## src/rtl/serial_word_receiver_if.sv

```systemverilog
// Serial-in / parallel-out handshake bundle for serial_word_receiver.
// The master side drives the serial stream and ParReady; the slave side is the receiver.
interface serial_word_receiver_if #(
  parameter int WORD_W = 8
);
  logic              SerIn;
  logic              SerInValid;
  logic              ParReady;
  logic [WORD_W-1:0] ParOut;
  logic              ParValid;

  modport master (output SerIn, SerInValid, ParReady, input ParOut, ParValid);
  modport slave  (input SerIn, SerInValid, ParReady, output ParOut, ParValid);
endinterface

```

## src/rtl/serial_word_receiver.sv

```systemverilog
// Deserializes valid bursts into WORD_W-bit words, buffers them in a fall-through FIFO,
// shows occupancy on a 7-segment digit and keeps sticky frame/overflow flags.
//
// state  | meaning
// S_IDLE | no burst in progress, bit counter is 0
// S_RECV | inside a valid burst, assembling words back-to-back
module serial_word_receiver #(
  parameter int WORD_W     = 8,
  parameter int FIFO_DEPTH = 4,
  parameter bit MSB_FIRST  = 1'b1
) (
  input  logic                 clk,
  input  logic                 rst,
  serial_word_receiver_if.slave bus,
  input  logic                 ClrErr,
  output logic [3:0]           FifoCount,
  output logic                 FrameErr,
  output logic                 Overflow,
  output logic [6:0]           SSD
);
  localparam int CNT_W = $clog2(WORD_W) + 1;
  localparam int PTR_W = $clog2(FIFO_DEPTH);

  typedef enum logic {S_IDLE, S_RECV} state_t;

  state_t            r_state, w_state_nxt;
  logic [CNT_W-1:0]  r_bit_cnt;
  logic [WORD_W-1:0] r_sr, w_sr_nxt;
  logic [WORD_W-1:0] r_mem [FIFO_DEPTH];
  logic [PTR_W-1:0]  r_wr_ptr, r_rd_ptr;
  logic [3:0]        r_count;
  logic              r_frame_err, r_overflow;
  logic              w_word_done, w_frame_err;
  logic              w_full, w_pop, w_push, w_ovf;

  always_ff @(posedge clk or negedge rst) begin
    if (!rst) r_state <= S_IDLE;
    else      r_state <= w_state_nxt;
  end

  always_comb begin
    w_state_nxt = r_state;
    case (r_state)
      S_IDLE:  if (bus.SerInValid)  w_state_nxt = S_RECV;
      S_RECV:  if (!bus.SerInValid) w_state_nxt = S_IDLE;
      default: w_state_nxt = S_IDLE;
    endcase
  end

  always_comb begin
    w_word_done = 1'b0;
    w_frame_err = 1'b0;
    case (r_state)
      S_RECV: begin
        w_word_done = bus.SerInValid && (r_bit_cnt == CNT_W'(WORD_W - 1));
        w_frame_err = !bus.SerInValid && (r_bit_cnt != '0);
      end
      default: ;
    endcase
  end

  // The completing bit is folded into the pushed word, so the FIFO writes w_sr_nxt.
  assign w_sr_nxt = MSB_FIRST ? {r_sr[WORD_W-2:0], bus.SerIn}
                              : {bus.SerIn, r_sr[WORD_W-1:1]};

  always_ff @(posedge clk or negedge rst) begin
    if (!rst) begin
      r_sr      <= '0;
      r_bit_cnt <= '0;
    end else if (bus.SerInValid) begin
      r_sr      <= w_sr_nxt;
      r_bit_cnt <= w_word_done ? '0 : r_bit_cnt + CNT_W'(1);
    end else begin
      r_bit_cnt <= '0;
    end
  end

  assign w_full = (r_count == 4'(FIFO_DEPTH));
  assign w_pop  = (r_count != 4'd0) && bus.ParReady;
  assign w_push = w_word_done && (!w_full || w_pop);
  assign w_ovf  = w_word_done && w_full && !w_pop;

  always_ff @(posedge clk or negedge rst) begin
    if (!rst) begin
      for (int i = 0; i < FIFO_DEPTH; i++) r_mem[i] <= '0;
      r_wr_ptr <= '0;
      r_rd_ptr <= '0;
      r_count  <= '0;
    end else begin
      if (w_push) begin
        r_mem[r_wr_ptr] <= w_sr_nxt;
        r_wr_ptr        <= r_wr_ptr + PTR_W'(1);
      end
      if (w_pop) r_rd_ptr <= r_rd_ptr + PTR_W'(1);
      case ({w_push, w_pop})
        2'b10:   r_count <= r_count + 4'd1;
        2'b01:   r_count <= r_count - 4'd1;
        default: r_count <= r_count;
      endcase
    end
  end

  // A fresh error outranks a simultaneous clear.
  always_ff @(posedge clk or negedge rst) begin
    if (!rst) begin
      r_frame_err <= 1'b0;
      r_overflow  <= 1'b0;
    end else begin
      if (w_frame_err) r_frame_err <= 1'b1;
      else if (ClrErr) r_frame_err <= 1'b0;
      if (w_ovf)       r_overflow  <= 1'b1;
      else if (ClrErr) r_overflow  <= 1'b0;
    end
  end

  assign bus.ParOut   = r_mem[r_rd_ptr];
  assign bus.ParValid = (r_count != 4'd0);
  assign FifoCount    = r_count;
  assign FrameErr     = r_frame_err;
  assign Overflow     = r_overflow;

  always_comb begin
    SSD = 7'b1111111;
    case (r_count)
      4'h0: SSD = 7'b1000000;
      4'h1: SSD = 7'b1111001;
      4'h2: SSD = 7'b0100100;
      4'h3: SSD = 7'b0110000;
      4'h4: SSD = 7'b0011001;
      4'h5: SSD = 7'b0010010;
      4'h6: SSD = 7'b0000010;
      4'h7: SSD = 7'b1111000;
      4'h8: SSD = 7'b0000000;
      4'h9: SSD = 7'b0010000;
      4'hA: SSD = 7'b0001000;
      4'hB: SSD = 7'b0000011;
      4'hC: SSD = 7'b1000110;
      4'hD: SSD = 7'b0100001;
      4'hE: SSD = 7'b0000110;
      4'hF: SSD = 7'b0001110;
      default: SSD = 7'b1111111;
    endcase
  end
endmodule

```

## src/flat_wrapper.sv

```systemverilog
// flat-port wrapper written by rule: the top's interface ports become plain ports
module serial_word_receiver_flat 
#(
  parameter int WORD_W     = 8,
  parameter int FIFO_DEPTH = 4,
  parameter bit MSB_FIRST  = 1'b1
)
  (clk, rst, ClrErr, FifoCount, FrameErr, Overflow, SSD, bus_SerIn, bus_SerInValid, bus_ParReady, bus_ParOut, bus_ParValid);
  serial_word_receiver_if #(.WORD_W(WORD_W)) bus_i ();
  input  logic clk;
  input  logic rst;
  input  logic ClrErr;
  output logic [3:0] FifoCount;
  output logic FrameErr;
  output logic Overflow;
  output logic [6:0] SSD;
  input wire logic [$bits(bus_i.SerIn)-1:0] bus_SerIn;
  input wire logic [$bits(bus_i.SerInValid)-1:0] bus_SerInValid;
  input wire logic [$bits(bus_i.ParReady)-1:0] bus_ParReady;
  output wire logic [$bits(bus_i.ParOut)-1:0] bus_ParOut;
  output wire logic [$bits(bus_i.ParValid)-1:0] bus_ParValid;
  assign bus_i.SerIn = bus_SerIn;
  assign bus_i.SerInValid = bus_SerInValid;
  assign bus_i.ParReady = bus_ParReady;
  assign bus_ParOut = bus_i.ParOut;
  assign bus_ParValid = bus_i.ParValid;
  serial_word_receiver #(.WORD_W(WORD_W), .FIFO_DEPTH(FIFO_DEPTH), .MSB_FIRST(MSB_FIRST)) u_core (.clk(clk), .rst(rst), .bus(bus_i), .ClrErr(ClrErr), .FifoCount(FifoCount), .FrameErr(FrameErr), .Overflow(Overflow), .SSD(SSD));
endmodule
```

## config.mk

```make
export PLATFORM = sky130hd
export DESIGN_NAME = serial_word_receiver_flat
export DESIGN_NICKNAME = d
export VERILOG_FILES = /design/src/rtl/serial_word_receiver_if.sv /design/src/rtl/serial_word_receiver.sv /design/src/flat_wrapper.sv
export SDC_FILE = /design/constraint.sdc
export NUM_CORES = 1
export LEC_CHECK = 0
export ABC_AREA = 1
export ABC_CLOCK_PERIOD_IN_PS = 3300
export CAP_MARGIN = 5
export CORE_MARGIN = 2
export CORE_UTILIZATION = 30
export CTS_CLUSTER_DIAMETER = 80
export DETAILED_ROUTE_END_ITERATION = 12
export GPL_TIMING_DRIVEN = 1
export PLACE_DENSITY_LB_ADDON = 0.08
export SKIP_LAST_GASP = 1
export SYNTH_ARGS = -nofsm -noshare
export SYNTH_HDL_FRONTEND = slang
export SYNTH_SLANG_ARGS = --single-unit
export TNS_END_PERCENT = 30
```

## constraint.sdc

```tcl
create_clock -name clk -period 3.3 [get_ports clk]
set_input_delay 0.99 -clock clk [delete_from_list [all_inputs] [get_ports clk]]
set_output_delay 0.99 -clock clk [all_outputs]
set_load 0.02 [all_outputs]
```

==> impl_metrics.env <==
export IMPL_core_area_sq_um=8810
export IMPL_synth_simple_area_share=0.196
export IMPL_num_vias=2124
export IMPL_setup_viol=0
export IMPL_hold_viol=0
export IMPL_largest_family_of_logic_cells_by_synthesized_area="simple AND/OR/NAND/NOR gates"
export IMPL_clkSinkCount=54
export IMPL_vias_per_cell=4.69
export IMPL_mostFrequentLayoutCells="sky130_fd_sc_hd__nand2_1 (65), sky130_fd_sc_hd__dfrtp_1 (54), sky130_fd_sc_hd__o21ai_1 (33), sky130_fd_sc_hd__inv_1 (32), sky130_fd_sc_hd__o21ai_0 (29)"
export IMPL_first_global_vias=2117
export IMPL_overall_die_height_microns=99.6
export IMPL_groute_layer_met2_usage=0.219
export IMPL_arrival_worst_endpoint_ns=2.13
export IMPL_fin_cells=453
export IMPL_htree_num_levels=2
export IMPL_vdd_drop_max_mv=0.305
export IMPL_path_cells="inv_2 -> ha_1 -> nand2_1 -> nor2_1 -> a31oi_1 -> o211ai_1 -> clkdlybuf4s50_1"
export IMPL_post_synth_top_area_cell="sky130_fd_sc_hd__dfrtp_1"
export IMPL_crit_path_end_kind="output pin"
export IMPL_dr_pass1_iters=4
export IMPL_setup_total_negative_slack_ns=0
export IMPL_seq_area_frac_synth=0.493
export IMPL_max_freq_ghz=0.320
export IMPL_placed_cells=445
export IMPL_io_pins=28
export IMPL_rows=34
export IMPL_muxShareOfSynthArea=0
export IMPL_sum_of_routed_wire_length_over_all_layers_microns=6350
export IMPL_post_dp_hpwl_microns=4360
export IMPL_die_w_microns=99.6
export IMPL_track_usage=0.138
export IMPL_cpLargestDelayFamily="buffers and inverters"
export IMPL_layout_drive_gt1_share=0.0899
export IMPL_grt_setup_unrepaired="yes"
export IMPL_max_cap_viol_count=0
export IMPL_antenna_found_initial=0
export IMPL_design_power_total_mw=2.58
export IMPL_yosysTopAreaCellShare=0.493
export IMPL_critPathRequiredTime_ns=2.31
export IMPL_yosys_area_share_xor_xnor=0.0192
export IMPL_synth_adder_area_share=0.0593
export IMPL_syn_avg_cell_area_sq_um=8.76
export IMPL_clk_transition_reported_paths_ns=0.10
export IMPL_worst_setup_path_type="reg2out"
export IMPL_synth_yosys_warnings=0
export IMPL_critPathMaxFanout=8
export IMPL_timing_critical_path_from_type="flip-flop"
export IMPL_io_buffers=27
export IMPL_synth_top_cells_by_area="sky130_fd_sc_hd__dfrtp_1 (49%), sky130_fd_sc_hd__nand2_1 (8.9%), sky130_fd_sc_hd__o21ai_1 (6.0%)"
export IMPL_power_density_nw_per_um2=798
export IMPL_tritoncts_clock_tree="done"
export IMPL_cpPeakStageDelay_ns=0.55
export IMPL_cts_root_buf="sky130_fd_sc_hd__clkbuf_8"
export IMPL_floorplan_initialDensity=0.311
export IMPL_status="finished clean"
export IMPL_synthesis_instances=313
export IMPL_grtUsageMet3=0.0260
export IMPL_time_the_worst_path_needs_with_i_o_delays_and_setup_ns=3.12
export IMPL_insertedDiodeCount=0
export IMPL_tightestPinTransition_ns=0.403
export IMPL_most_common_library_cell_in_the_layout_ignoring_fill_and_taps="sky130_fd_sc_hd__nand2_1"
export IMPL_max_clock_path_buffers=2
export IMPL_final_cycle_share=0.947
export IMPL_synth_seq_cells=54
export IMPL_finalInstanceArea_sq_um=3230
export IMPL_final_antenna_net_count=0
export IMPL_timing_critical_path_buf_inv=2
export IMPL_final_nets=363
export IMPL_avgRoutedWirePerCell_microns=14.0
export IMPL_p_leak_nw=1.53
export IMPL_finalWeightedCongestion=0.773
export IMPL_first_pass_grt_wire_length_microns=10800
export IMPL_fin_worst_skew_ns=0.00682
export IMPL_synth_area_sq_um=2740
export IMPL_die_area_sq_um=9920
export IMPL_timing_max_slew_rel_slack=0.731
export IMPL_utilization=0.367
export IMPL_slew_viol_final=0
export IMPL_syn_to_final_growth_pct=17.8
export IMPL_worstSkewPairLatency_ns=0.30
export IMPL_hold_path_class="reg2reg"
export IMPL_library_cells_used_by_synthesis=26
export IMPL_grt_busiest_layer="met2"
export IMPL_cpMaxStageDelayCell="sky130_fd_sc_hd__clkdlybuf4s50_1"
export IMPL_synth_nets=332
export IMPL_detail_route_iter0_violations=86
export IMPL_dpl_cell_area_sq_um=3120
export IMPL_route_detailed_drc=0
export IMPL_gr_usage_met1=0.193
export IMPL_grt_overflow_total=0
export IMPL_cts_buffers_inserted=5
export IMPL_compound_gate_fraction_of_synth_area=0.154
export IMPL_cts_hold_repair_buffers=0
export IMPL_grt_max_degree=28
area by class of cell:
type / instances / area, sq um
timing repair buffer: 35 / 325
multi-input combinational: 212 / 1170
fill: 904 / 5580
clock inverter: 1 / 30.0
inverter: 36 / 138
sequential: 54 / 1350
clock buffer: 7 / 76.3
tap: 108 / 135
cells in the mapped netlist, drive strengths merged:
library cell  count
a21oi             1
a31oi             1
buf               5
clkbuf            6
dfrtp            54
ha               13
inv              36
nand2            71
nand3            10
nand4             1
nor2             30
nor3              3
o211ai            2
o21ai            62
o21bai            1
o221ai            2
o22ai             9
xor2              6
where the power goes:
| group | internal, mW | switching [mW] |
|---|---|---|
| combinational | 0.557 | 0.768 |
| sequential | 0.722 | 0.0857 |
| clock | 0.228 | 0.216 |
through the flow:
| step | setup slack, ns | hold WS [ns] |
|---|---|---|
| after floorplan | 0.853 | 0.453 |
| after global placement | 0.456 | 0.468 |
| after detailed placement | 0.419 | 0.474 |
| after CTS | 0.0711 | 0.498 |
| after global routing | -0.0275 | 0.518 |
| final | 0.176 | 0.493 |
cells by family after synthesis:
| logic type | Yosys count |
|---|---|
| buffers and inverters | 47 |
| adder cells (fa/ha/maj) | 13 |
| flip-flops | 54 |
| XOR/XNOR | 6 |
| AND/OR/NAND/NOR | 115 |
| AO/OA/AOI/OAI | 78 |
registers in the layout (all words and copies together) (netlist names):
name	count
u_core.r_rd_ptr	2
u_core.Overflow	1
u_core.r_bit_cnt	4
u_core.r_sr	7
u_core.FrameErr	1
u_core.r_mem	32
u_core.FifoCount	4
u_core.r_state	1
u_core.r_wr_ptr	2
repair_timing:
action                                  CTS  global route
endpoints found under the setup margin    0             5
gates resized for setup                   0             1
setup buffers                             0             0
routing by layer:
layer | vias up | part of all wire
li1 | 1076 | -
met5 | - | 0
met2 | 39 | 0.45
met4 | 0 | 0.014
met1 | 1000 | 0.51
met3 | 9 | 0.027
final timing paths:
check	from	to	slack, ns	depth (start not counted)
min in group asynchronous	rst	u_core.FrameErr	0.53	1
worst min-delay path	u_core.r_mem[16]	u_core.r_mem[16]	0.49	2
worst max register to register	u_core.FifoCount[0]	u_core.FifoCount[2]	1.13	11
worst max-delay path	u_core.FifoCount[0]	SSD[3]	0.18	7
worst min register to register	u_core.r_mem[16]	u_core.r_mem[16]	0.49	2
max in group asynchronous	rst	u_core.r_wr_ptr[0]	2.12	2
worst reg2reg max path, cell delays in order (launching register included):
cell	delay [ns]
sky130_fd_sc_hd__dfrtp_1	0.53
sky130_fd_sc_hd__inv_2	0.14
sky130_fd_sc_hd__ha_1	0.26
sky130_fd_sc_hd__a21oi_2	0.27
sky130_fd_sc_hd__nand3_1	0.19
sky130_fd_sc_hd__nand2_1	0.13
sky130_fd_sc_hd__inv_1	0.05
sky130_fd_sc_hd__ha_1	0.17
sky130_fd_sc_hd__inv_1	0.05
sky130_fd_sc_hd__nand2_1	0.06
sky130_fd_sc_hd__xor2_1	0.16
sky130_fd_sc_hd__o21ai_1	0.11
(Power assumes the default switching activity.)
